File: config.mk
export PLATFORM = sky130hd
export DESIGN_NAME = issue_ctrl
export DESIGN_NICKNAME = d
export VERILOG_FILES = /design/src/rtl/issue_ctrl.sv
export SDC_FILE = /design/constraint.sdc
export NUM_CORES = 1
export LEC_CHECK = 0
export ABC_AREA = 1
export BUFFER_PORTS_ARGS = -buffer_cell sky130_fd_sc_hd__buf_4
export CAP_MARGIN = 20
export CELL_PAD_IN_SITES_DETAIL_PLACEMENT = 1
export CELL_PAD_IN_SITES_GLOBAL_PLACEMENT = 2
export CORE_MARGIN = 10
export CORE_UTILIZATION = 41
export DETAILED_ROUTE_END_ITERATION = 7
export GPL_ROUTABILITY_DRIVEN = 0
export PLACE_DENSITY = 0.93
export SLEW_MARGIN = 20
export SYNTH_ARGS = -nofsm -noshare
export SYNTH_HDL_FRONTEND = slang
export SYNTH_SLANG_ARGS = --single-unit
File: constraint.sdc
create_clock -name clk -period 7.33 [get_ports clk]
set_input_delay 0.733 -clock clk [delete_from_list [all_inputs] [get_ports clk]]
set_output_delay 0.733 -clock clk [all_outputs]
set_load 0.005 [all_outputs]
File: src/rtl/issue_ctrl.sv
// Instruction queue between fetcher and decode: circular FIFO of instr/pc pairs,
// issues the head in order once the ROB and its target unit (RS/LSB) can take it.
module issue_ctrl #(
    parameter int IQ_DEPTH_LOG = 2,
    parameter int CNT_WIDTH    = 32
) (
    input  logic                 clk,
    input  logic                 rst,
    input  logic                 rdy,
    input  logic                 in_fetch_valid,
    input  logic [31:0]          in_fetch_instr,
    input  logic [31:0]          in_fetch_pc,
    output logic                 out_fetch_ready,
    input  logic                 in_rob_full,
    input  logic                 in_rs_full,
    input  logic                 in_lsb_full,
    input  logic                 in_flush,
    output logic                 out_issue_valid,
    output logic [31:0]          out_issue_instr,
    output logic [31:0]          out_issue_pc,
    output logic [1:0]           out_issue_unit,
    output logic [CNT_WIDTH-1:0] out_stall_cnt
);

    localparam int DEPTH = 1 << IQ_DEPTH_LOG;

    typedef enum logic [1:0] {
        UNIT_ROB = 2'd0,
        UNIT_RS  = 2'd1,
        UNIT_LSB = 2'd2
    } unit_e;

    logic [31:0]             instr_q [DEPTH];
    logic [31:0]             pc_q    [DEPTH];
    logic [IQ_DEPTH_LOG-1:0] head, tail;
    logic [IQ_DEPTH_LOG:0]   count;

    logic [31:0] head_instr;
    unit_e       head_unit;
    logic        head_legal;
    logic        full, not_empty, active, blocked;
    logic        push, pop, issue, stall;

    assign head_instr = instr_q[head];

    always_comb begin
        head_unit  = UNIT_ROB;
        head_legal = 1'b1;
        case (head_instr[6:0])
            7'b0110111, 7'b0010111, 7'b1101111:             head_unit = UNIT_ROB;
            7'b0000011, 7'b0100011:                         head_unit = UNIT_LSB;
            7'b1100111, 7'b1100011, 7'b0010011, 7'b0110011: head_unit = UNIT_RS;
            default:                                        head_legal = 1'b0;
        endcase
    end

    // count never exceeds DEPTH, so its MSB alone marks a full queue
    assign full      = count[IQ_DEPTH_LOG];
    assign not_empty = (count != '0);
    assign active    = rdy && !in_flush;
    assign blocked   = in_rob_full
                    || ((head_unit == UNIT_RS)  && in_rs_full)
                    || ((head_unit == UNIT_LSB) && in_lsb_full);

    // Illegal heads are discarded without waiting on any structure
    assign issue = active && not_empty && head_legal && !blocked;
    assign stall = active && not_empty && head_legal && blocked;
    assign pop   = active && not_empty && (!head_legal || !blocked);
    assign push  = active && in_fetch_valid && !full;

    assign out_fetch_ready = !full && !rst;

    always_ff @(posedge clk) begin
        if (push) begin
            instr_q[tail] <= in_fetch_instr;
            pc_q[tail]    <= in_fetch_pc;
        end
    end

    always_ff @(posedge clk) begin
        if (rst) begin
            head  <= '0;
            tail  <= '0;
            count <= '0;
        end else if (rdy && in_flush) begin
            head  <= '0;
            tail  <= '0;
            count <= '0;
        end else begin
            if (push) tail <= tail + IQ_DEPTH_LOG'(1);
            if (pop)  head <= head + IQ_DEPTH_LOG'(1);
            case ({push, pop})
                2'b10:   count <= count + (IQ_DEPTH_LOG+1)'(1);
                2'b01:   count <= count - (IQ_DEPTH_LOG+1)'(1);
                default: count <= count;
            endcase
        end
    end

    always_ff @(posedge clk) begin
        if (rst) begin
            out_issue_valid <= 1'b0;
            out_issue_instr <= '0;
            out_issue_pc    <= '0;
            out_issue_unit  <= '0;
        end else if (!rdy) begin
            out_issue_valid <= 1'b0;
        end else if (issue) begin
            out_issue_valid <= 1'b1;
            out_issue_instr <= head_instr;
            out_issue_pc    <= pc_q[head];
            out_issue_unit  <= head_unit;
        end else begin
            out_issue_valid <= 1'b0;
            out_issue_instr <= '0;
            out_issue_pc    <= '0;
            out_issue_unit  <= '0;
        end
    end

    always_ff @(posedge clk) begin
        if (rst) begin
            out_stall_cnt <= '0;
        end else if (stall && (out_stall_cnt != '1)) begin
            out_stall_cnt <= out_stall_cnt + CNT_WIDTH'(1);
        end
    end

endmodule

== Yosys cells after proc, flatten, opt, wreduce, memory -nomap -nowiden ==
Memory sizes are Yosys's and may differ from the RTL's. A register that Yosys moved wholly into a read port is not among the register bits.
Cells that the tools add are included.

* Add/sub/neg operators: 5
* Multipliers: 0
* Div/mod/pow operators: 0
* Order comparisons: 0
* Equal/unequal tests: 14
* Shifts and indexed selects: 0
* Mux-type cells: 13
* Bitwise gates (word level): 1
* Reductions and logical operators: 28

{| class="wikitable"
|+ Operators by type and width
! operator !! count
|-
| $mux W32 || 2
|-
| $add A32 B1 Y32 const B || 1
|-
| $ne A32 B32 Y1 const B || 1
|-
| $eq A7 B6 Y1 const B || 3
|-
| $eq A7 B7 Y1 const B || 3
|-
| $eq A7 B5 Y1 const B || 2
|-
| $logic_and A1 B1 Y1 || 13
|-
| $mux W2 || 5
|-
| $reduce_or A9 Y1 || 1
|-
| $eq A7 B2 Y1 const B || 1
|-
| $pmux W3 S2 || 1
|-
| $reduce_or A2 Y1 || 3
|-
| $logic_not A1 Y1 || 5
|-
| $add A2 B1 Y2 const B || 2
|-
| $eq A2 B1 Y1 const B || 2
|-
| $eq A2 B2 Y1 const B || 2
|-
| $mux W1 || 4
|-
| $pmux W2 S2 || 1
|-
| $reduce_or A4 Y1 || 1
|-
| $add A3 B1 Y3 const B || 1
|-
| $logic_or A1 B1 Y1 || 3
|-
| $reduce_bool A3 Y1 || 1
|-
| $sub A3 B1 Y3 const B || 1
|-
| $reduce_bool A2 Y1 || 1
|-
| $not A1 Y1 || 1
|}

* Flip-flop bits (word level): 106
* Bits in latches: 0
* Memory bits (writable): 256
* Bits in read-only memories: 0
* Output and inout port bits: 100
* Word-level logic and storage cells: 71
* Memories kept: 2

{| class="wikitable"
|+ Memories
! memory !! words !! width !! read ports !! clocked after Yosys merged registers in !! write ports !! line !! RTL
|-
| instr_q || 4 || 32 || 1 || 1 || 1 || 33 || <nowiki>logic [31:0] instr_q [DEPTH];</nowiki>
|-
| pc_q || 4 || 32 || 1 || 1 || 1 || 34 || <nowiki>logic [31:0] pc_q [DEPTH];</nowiki>
|}

== Depth between registers and ports, before layout ==
Gate-level depths: netlist (run 1).

* Word-level depth: 12
* Mapped depth: 22

== Least setup slack after synthesis (run 1) ==
No wires, ideal clock.

* Kind: input port to flip-flop
* Start point: input rdy
* End point: memory instr_q[0][0] (enable)
* Setup time: 0.487 ns
* Arrival time: 3.831 ns
* Path slack: 3.012 ns
* Stages on the path: 4
* Cells stage by stage: inv_1 > nor2_1 > nand3_1 > nor2_1

* Longest elaborated chain between the ends: 5

{| class="wikitable"
|+ Ends and longest elaborated chain
! element !! line !! RTL
|-
| from (decl) || 9 || <nowiki>input logic rdy,</nowiki>
|-
| $logic_and A1 B1 Y1 || 60 || <nowiki>assign active = rdy && !in_flush;</nowiki>
|-
| $logic_and A1 B1 Y1 (2 in a row) || 69 || <nowiki>assign push = active && in_fetch_valid && !full;</nowiki>
|-
| $mux W1 || 74 || <nowiki>if (push) begin</nowiki>
|-
| $mux W1 (implied by the code) || 75 || <nowiki>instr_q[tail] <= in_fetch_instr;</nowiki>
|-
| to (decl) || 33 ||
|}

No other way between the ends.

==> results of run 1 <==
routing by layer:
layer	GRT usage, %	share of wire (%)
met1	23.02	42
met2	33.21	51
met3	4.212	5.6
met4	5.444	2.2
met5	0	0.062
stage by stage:
stage | util, % | std cells | hold WS [ns] | setup WS [ns]
final | 50.18 | 1978 | 0.3943 | 2.696
after global routing | 50.18 | 1978 | 0.3788 | 2.155
after CTS | 50.18 | 1978 | 0.3784 | 2.685
after detailed placement | 46.43 | 1906 | 0.4650 | 2.727
after global placement | 46.35 | 1905 | 0.4612 | 2.648
after floorplan | - | 1346 | 0.4563 | 3.012
cells in the mapped netlist (15+ instances only):
library cell    n  area share [%]
a21oi_1        37             1.3
inv_1          42             1.1
xor2_1         16            0.97
nand3_1        94             3.3
o21ai_0       118             4.1
o22ai_1        57             2.5
edfxtp_1      256              53
nand2_1       289             7.5
clkbuf_1       60             1.6
nor2_1        163             4.2
dfxtp_1       108              15
nand4_1        38             1.7
nor3_1         15            0.52
path summary, 6_finish.rpt:
check                                                   endpoint  slack, ns  cells past startpoint
worst min register to register  out_issue_instr[25]$_SDFFE_PP0P_       0.48                      2
worst min-delay path                        pc_q[2][5]$_DFFE_PP_       0.39                      1
worst max register to register     out_issue_pc[20]$_SDFFE_PP0P_       2.70                     16
worst max-delay path               out_issue_pc[20]$_SDFFE_PP0P_       2.70                     16
layout make-up:
| type | count | area (sq um) | share of cell area (%) |
|---|---|---|---|
| sequential | 364 | 9854 | 56.71 |
| multi-input combinational | 858 | 4080 | 23.48 |
| timing repair buffer | 185 | 1409 | 8.108 |
| clock buffer | 59 | 1162 | 6.690 |
| tap | 455 | 569.3 | 3.276 |
| inverter | 44 | 166.4 | 0.9577 |
| clock inverter | 13 | 133.9 | 0.7705 |
report_power, final:
group	switching (uW)	internal (uW)
Combinational	94.9	44.8
Clock	810	1170
Sequential	6.65	2220
state kept, by name, indices dropped and copies added, names as in the netlist, named ones only:
signal and count:
out_issue_valid 1, tail 2, count 3, out_issue_pc 32, out_stall_cnt 32, instr_q 128
out_issue_unit 2, out_issue_instr 32, pc_q 128, head 2
worst max-delay path: stages, from the launching register on:
cell	delay, ns
dfxtp_4	0.56
clkinv_2	0.77
nand2_1	0.30
nand3_1	0.10
nand2_1	0.18
nand3_1	0.12
nand2_1	0.08
inv_1	0.04
nor2_1	0.09
nor2_1	0.09
nor2_4	0.61
nand2_1	0.20
nor2_4	0.59
buf_16	0.25
buf_4	0.29
nand2_1	0.13
nand2_1	0.10
logic make-up after synthesis:
family / Yosys count / synth area share, %
AND/OR/NAND/NOR: 608 / 17.70
flip-flops: 364 / 68.40
AO/OA/AOI/OAI: 214 / 7.968
buffers and inverters: 124 / 3.510
XOR/XNOR: 29 / 1.764
adder cells (fa/ha/maj): 7 / 0.6603
==> impl_metrics.tcl, run 1 <==
set metrics [dict create \
    finalInstanceArea_sq_mm 0.01738 \
    remaining_drc_errors 0 \
    start_util_pct 41.58 \
    synth_cell_types 28 \
    coreArea_sq_mm 0.03463 \
    synthCells 1346 \
    drtIter0Drc 711 \
    post_cts_buffers 0 \
    ys_seq_area_share_pct 68.40 \
    post_cts_resized 0 \
    max_slew_margin_pct 28.69 \
    cts_buffer_depth 3 \
    antenna_found_initial 2 \
    power.leakage_uw 0.006626 \
    timing.final.crit_share_pct 63.22 \
    fmax_mhz 215.8 \
    worstHoldStart "in_fetch_pc[5]" \
    required_ns 7.80 \
    yosysWarningCount 0 \
    final_cell_mix "289 x nand2_1, 256 x edfxtp_1, 184 x buf_4" \
    layout_commonest_cell "nand2_1" \
    grt_max_degree 98 \
    finalMaxSlewViolations 0 \
    htree_levels 2 \
    holdBufCountCts 0 \
    worstMarginPinSlew_ns 1.067 \
    finalHoldViolCount 0 \
    nNetsFinal 1571 \
    finalSetupViolations 0 \
    wl_per_cell_um 21.33 \
    period_needed_ns 4.634 \
    ios 172 \
    peakVddDrop_uv 155.1 \
    viasPerCell 5.406 \
    placed_area_sq_mm 0.01608 \
    grt_overflow 0 \
    grt_pass1_vias 11664 \
    syn_nets 1425 \
    drtAntennaViolNets 0 \
    synthesis.area_sq_mm 0.01440 \
    p_per_area_mw_per_mm2 250.0 \
    die_y_um 207.4 \
    final_layout_size_suffix_gt1_share_pct 17.01 \
    cts-root-buf "clkbuf_16" \
    synth-edff-count 256 \
    hold_class "input port to flop" \
    routed_wl_um 42200 \
    dr_total_vias 10694 \
    outcome "complete, no violations" \
    fin_tns_setup_ns 0 \
    antenna_cells 0 \
    critPathLaunchType "flop" \
    ys_ff_latch 364 \
    rows 68 \
    setup.worst_path.class "flop to flop" \
    track_usage_pct 19.02 \
    synth_flop_cell "edfxtp_1" \
    async_reset_ff_share_pct 0 \
    maxCapViolCount 0 \
    area_delta_synth_final_pct 20.66 \
    avgSynthCellArea_sq_um 10.70 \
    grt_setup_unrepaired "false" \
    power_uw 4344 \
    firstDrtPassIters 5 \
    cts_tree "done" \
    clk_latency_ns 0.54 \
    nFillCells 3737 \
    fin_skew_ns 0.01656 \
    fp.dieArea_sq_mm 0.04302 \
    cts_made_buffers 39 \
    hpwlAfterDp_um 26500 \
    die_width_um 207.4 \
    grt_first_pass_wirelength_um 66430 \
    path_max_fanout 64 \
    portBuffers 171 \
    cp-end-kind "flop" \
    arrival_ns 5.10 \
    clk_pin_slew_worst_paths_ns 0.06 \
    clock-sinks 364 \
]
No activity file was read; power rests on OpenSTA's default activity.
==> run 2, diff against run 1 <==
--- a/config.mk
+++ b/config.mk
@@ -5,16 +5,16 @@
 export SDC_FILE = /design/constraint.sdc
 export NUM_CORES = 1
 export LEC_CHECK = 0
-export ABC_AREA = 1
+export ABC_AREA = 0
 export BUFFER_PORTS_ARGS = -buffer_cell sky130_fd_sc_hd__buf_4
 export CAP_MARGIN = 20
 export CELL_PAD_IN_SITES_DETAIL_PLACEMENT = 1
 export CELL_PAD_IN_SITES_GLOBAL_PLACEMENT = 2
 export CORE_MARGIN = 10
-export CORE_UTILIZATION = 41
+export CORE_UTILIZATION = 42
 export DETAILED_ROUTE_END_ITERATION = 7
 export GPL_ROUTABILITY_DRIVEN = 0
-export PLACE_DENSITY = 0.93
+export PLACE_DENSITY = 0.86
 export SLEW_MARGIN = 20
 export SYNTH_ARGS = -nofsm -noshare
 export SYNTH_HDL_FRONTEND = slang
==> constraint.sdc (replaced) <==
create_clock -name clk -period 4.62 [get_ports clk]
set_input_delay 0.462 -clock clk [delete_from_list [all_inputs] [get_ports clk]]
set_output_delay 0.462 -clock clk [all_outputs]
set_load 0.005 [all_outputs]
==> impl_metrics.tcl, run 2 <==
set metrics [dict create \
    outcome "complete, no violations" \
    die_width_um 201.3 \
    ios 172 \
    final_layout_size_suffix_gt1_share_pct 33.43 \
    finalMaxSlewViolations 0 \
    power_uw 6810 \
    synth-edff-count 256 \
    finalHoldViolCount 0 \
    layout_commonest_cell "edfxtp_1" \
    worstMarginPinSlew_ns 1.112 \
    htree_levels 2 \
    cp_slowest_cell "mux4_2" \
    post_cts_buffers 0 \
    nFillCells 3045 \
    synthCells 797 \
    die_y_um 201.3 \
    ys_ff_latch 364 \
    clk_latency_ns 0.52 \
    area_delta_synth_final_pct 21.66 \
    path_max_fanout 28 \
    fp.dieArea_sq_mm 0.04054 \
    grt_first_pass_wirelength_um 51780 \
    rows 66 \
    clk_pin_slew_worst_paths_ns 0.06 \
    portBuffers 171 \
    async_reset_ff_share_pct 0 \
    cts-root-buf "clkbuf_16" \
    worstPathCellList "mux4_2 -> nor4_1 -> a31oi_1 -> o21a_1 -> buf_4 -> nor4_2 -> mux2_1" \
    dr_total_vias 7872 \
    grt_max_degree 67 \
    post_cts_resized 0 \
    start_util_pct 42.56 \
    slowest_delay_ns 0.62 \
    holdBufCountCts 0 \
    peakVddDrop_uv 348.5 \
    drtIter0Drc 359 \
    yosysTopAreaCellShare_pct 55.66 \
    fin_cells 1443 \
    fin_tns_setup_ns 0 \
    period_needed_ns 3.576 \
    dp_cells 1370 \
    yosysMostFrequentCell "edfxtp_1" \
    netlist_top_cells_area "edfxtp_1 56%, dfxtp_1 16%, mux4_2 10%, a22o_1 3.9%, mux2_2 1.1%" \
    avgSynthCellArea_sq_um 17.33 \
    setup.worst_path.class "flop to flop" \
    clock-sinks 364 \
    routed_wl_um 33320 \
    yosysWarningCount 0 \
    arrival_ns 3.98 \
    coreArea_sq_mm 0.03245 \
    cts_made_buffers 39 \
    synth_flop_cell "edfxtp_1" \
    path_delay_family "multiplexers" \
    required_ns 5.03 \
    cts_buffer_depth 3 \
    firstDrtPassIters 4 \
    hpwlAfterDp_um 20740 \
    track_usage_pct 16.10 \
    grt_setup_unrepaired "false" \
    max_slew_margin_pct 25.85 \
    yosysTopAreaCell "edfxtp_1" \
    cp_num_buf_inv 1 \
    viasPerCell 5.455 \
    fin_skew_ns 0.01790 \
    critPathLaunchType "flop" \
    power.leakage_uw 0.005773 \
    setup_slack_ns 1.044 \
    nNetsFinal 1048 \
    grt_pass1_vias 8654 \
    finalSetupViolations 0 \
    synthesis.area_sq_mm 0.01381 \
    drtAntennaViolNets 0 \
    remaining_drc_errors 0 \
    synth_cell_types 50 \
    p_per_area_mw_per_mm2 405.3 \
    maxCapViolCount 0 \
    cp-end-kind "flop" \
    pre_cts_ws_ns 1.049 \
    hold_class "input port to flop" \
    syn_nets 876 \
    wl_per_cell_um 23.09 \
    timing.final.crit_share_pct 77.41 \
    fmax_mhz 279.6 \
    ys_seq_area_share_pct 71.31 \
    hold_slack_ns 0.1371 \
    antenna_found_initial 5 \
    worstHoldStart "in_fetch_instr[14]" \
    grt_overflow 0 \
    final_cell_mix "256 x edfxtp_1, 178 x buf_4, 106 x dfxtp_1" \
    top_regs "instr_q x128, pc_q x128" \
    synth_commonest_cells "256 x edfxtp_1, 108 x dfxtp_1, 64 x mux4_2" \
    cts_tree "done" \
]
-- run 2: cell types whose count changed after synthesis, moves of 62 or more --
cell	previous run	this run
nand2_1	289	18
nor2_1	163	35
o21ai_0	118	4
nand3_1	94	18
mux4_2	0	64
a22o_1	0	62
-- run 2: stage by stage --
| step | util [%] | cell area (sq um) |
|---|---|---|
| 6_report | 51.78 | 16800 |
| 5_1_grt | 51.76 | 16800 |
| 4_1_cts | 51.76 | 16800 |
| 3_5_place_dp | 47.81 | 15510 |
| 3_3_place_gp | 47.81 | 15510 |
| 2_1_floorplan | - | 13810 |
-- run 2: cell type report --
cell class | count | area (sq um) | area share [%]
sequential | 364 | 9857 | 58.66
multi-input combinational | 375 | 3711 | 22.08
timing repair buffer | 179 | 1356 | 8.071
clock buffer | 46 | 1012 | 6.024
tap | 442 | 553.0 | 3.291
clock inverter | 25 | 271.5 | 1.616
inverter | 10 | 37.54 | 0.2234
antenna | 2 | 5.005 | 0.02978
-- run 2: cells by family after synthesis --
kind of cell	synth area share (%)
adder cells (fa/ha/maj)	0.6885
XOR/XNOR	0.1903
AND/OR/NAND/NOR	7.202
buffers and inverters	1.993
multiplexers	12.37
AO/OA/AOI/OAI	6.251
flip-flops	71.31
-- run 2: final timing paths --
kind | to | slack (ns) | cells after the start
worst min-delay path | instr_q[2][14]$_DFFE_PP_ | 0.14 | 1
worst max-delay path | out_stall_cnt[22]$_SDFFE_PP0P_ | 1.04 | 7
worst min register to register | out_issue_instr[0]$_SDFFE_PP0P_ | 0.45 | 1
worst max register to register | out_stall_cnt[22]$_SDFFE_PP0P_ | 1.04 | 7
-- run 2: power breakdown --
part	internal, uW	leakage [uW]	switching (uW)	total, uW
Sequential	3510	0.00318	7.46	3520
Combinational	76.5	0.00196	104	180
Clock	1860	0.000632	1260	3110
-- run 2: metal layers --
layer  global-route usage, %  wire length, um  vias to the layer above
met3                   4.755             2206                       38
met1                   20.54            14400                     4084
li1                        -                -                     3536
met4                   3.678              428                        6
met5                       0               41                        -
met2                   26.56            16240                      208
==> run 3, diff against run 2 <==
--- a/config.mk
+++ b/config.mk
@@ -11,10 +11,10 @@
 export CELL_PAD_IN_SITES_DETAIL_PLACEMENT = 1
 export CELL_PAD_IN_SITES_GLOBAL_PLACEMENT = 2
 export CORE_MARGIN = 10
-export CORE_UTILIZATION = 42
+export CORE_UTILIZATION = 38
 export DETAILED_ROUTE_END_ITERATION = 7
 export GPL_ROUTABILITY_DRIVEN = 0
-export PLACE_DENSITY = 0.86
+export PLACE_DENSITY = 0.83
 export SLEW_MARGIN = 20
 export SYNTH_ARGS = -nofsm -noshare
 export SYNTH_HDL_FRONTEND = slang
==> constraint.sdc (replaced) <==
create_clock -name clk -period 3 [get_ports clk]
set_input_delay 0.3 -clock clk [delete_from_list [all_inputs] [get_ports clk]]
set_output_delay 0.3 -clock clk [all_outputs]
set_load 0.005 [all_outputs]
==> impl_metrics.tcl, run 3 (synthesized netlist as in run 2, its figures left out) <==
set metrics [dict create \
    outcome "complete, no violations" \
    hold_class "input port to flop" \
    peakVddDrop_uv 533.6 \
    p_per_area_mw_per_mm2 590.1 \
    viasPerCell 5.329 \
    finalHoldViolCount 0 \
    period_needed_ns 2.968 \
    finalSetupViolations 0 \
    path_max_fanout 8 \
    required_ns 3.44 \
    ios 172 \
    max_slew_margin_pct 40.98 \
    cts-root-buf "clkbuf_16" \
    setup.worst_path.class "flop to flop" \
    rrSetupSlack_ns 0.03 \
    routed_wl_um 35230 \
    drtIter0Drc 402 \
    r2r_end "count[2]$_SDFFE_PP0P_" \
    finalMaxSlewViolations 0 \
    hpwlAfterDp_um 21450 \
    rr_worst_depth 11 \
    area_delta_synth_final_pct 28.73 \
    nNetsFinal 1137 \
    track_usage_pct 15.77 \
    cp-end-kind "flop" \
    clock-sinks 364 \
    grt_overflow 0 \
    start_util_pct 38.64 \
    cts_buffer_depth 3 \
    worstHoldStart "in_rob_full" \
    grt_setup_unrepaired "true" \
    power_uw 10490 \
    timing.final.crit_share_pct 98.93 \
    critPathLaunchType "flop" \
    remaining_drc_errors 0 \
    cts_made_buffers 39 \
    final_cell_mix "256 x edfxtp_1, 196 x buf_4, 106 x dfxtp_1" \
    grt_pass1_vias 8850 \
    layout_commonest_cell "edfxtp_1" \
    cts_tree "done" \
    power.leakage_uw 0.006177 \
    min_to "out_issue_unit[0]$_SDFFE_PP0P_" \
    fp.dieArea_sq_mm 0.04437 \
    worstMarginPinSlew_ns 0.8854 \
    coreArea_sq_mm 0.03574 \
    finalInstanceArea_sq_mm 0.01778 \
    antenna_found_initial 4 \
    htree_levels 2 \
    hold_path_depth 5 \
    clk_pin_slew_worst_paths_ns 0.05 \
    final_layout_size_suffix_gt1_share_pct 33.82 \
    arrival_ns 3.41 \
    fin_skew_ns 0.02219 \
    wl_per_cell_um 22.68 \
    drtAntennaViolNets 0 \
    top_regs "instr_q x128, pc_q x128" \
    grt_max_degree 67 \
    maxCapViolCount 0 \
    portBuffers 171 \
    rows 69 \
    die_width_um 210.7 \
    dr_total_vias 8276 \
    die_y_um 210.7 \
    grt_first_pass_wirelength_um 54510 \
    firstDrtPassIters 4 \
    clk_latency_ns 0.53 \
    fmax_mhz 336.9 \
    placed_area_sq_mm 0.01581 \
]
run 3: timing repair:
item | in CTS | in global routing
hold buffers | 64 | 0
pin swaps | 1 | 0
endpoints found under the setup margin | 1 | 6
setup buffers | 2 | 0
hold endpoints to repair | 256 | 0
resized for setup | 0 | 9
run 3: cell type report:
type / count / area [sq um]
inverters: 10 / 37.54
clock inverters: 14 / 120.1
clock buffers: 57 / 1136
repair buffers: 268 / 2277
diodes: 4 / 10.01
multi-input cells: 375 / 3766
flip-flops and latches: 364 / 9857
fillers: 3439 / 17960
well taps: 461 / 576.8
run 3: metrics by stage:
step,utilization [%],TNS [ns],hold slack (ns),worst slack (ns),std cells
global placement,44.24,0,0.4362,0.06994,1412
finish,49.75,0,0.2667,0.03196,1553
detailed placement,44.24,0,0.4455,0.008593,1412
floorplan,-,0,0.3989,0.008999,797
global route,49.74,-0.1218,0.2556,-0.1141,1552
CTS,49.59,0,0.2262,0.01983,1549
run 3: worst max-delay path by stage:
stage	endpoint	depth (start not counted)	slack (ns)
floorplan	count[2]$_SDFFE_PP0P_	12	0.009
finish	count[2]$_SDFFE_PP0P_	11	0.03
global placement	count[2]$_SDFFE_PP0P_	11	0.07
global route	count[2]$_SDFFE_PP0P_	11	-0.11
CTS	count[2]$_SDFFE_PP0P_	11	0.02
detailed placement	count[2]$_SDFFE_PP0P_	11	0.009
run 3: layer usage:
| layer | vias to the layer above | GRT usage, % | routed length, um |
|---|---|---|---|
| li1 | 3715 | - | - |
| met1 | 4285 | 20.71 | 15190 |
| met2 | 230 | 25.81 | 17210 |
| met3 | 46 | 3.917 | 2219 |
| met4 | 0 | 3.821 | 614 |
| met5 | - | 0 | 0 |
run 3: worst max-delay path, cell delays in order, from the launching register on:
cell and delay [ns]:
dfxtp_4 0.41, mux4_2 0.52, and3b_1 0.20, o211ai_1 0.27, o21ai_2 0.12, a31oi_2 0.17
ha_2 0.22, inv_2 0.04, fa_2 0.34, xor2_1 0.16, or3_1 0.33, a21oi_2 0.11
run 3: power breakdown:
part           total (uW)  internal [uW]  switching, uW
Combinational         370            185            185
Sequential           5420           5410           11.4
Clock                4700           2800           1910
Total               10500           8390           2100
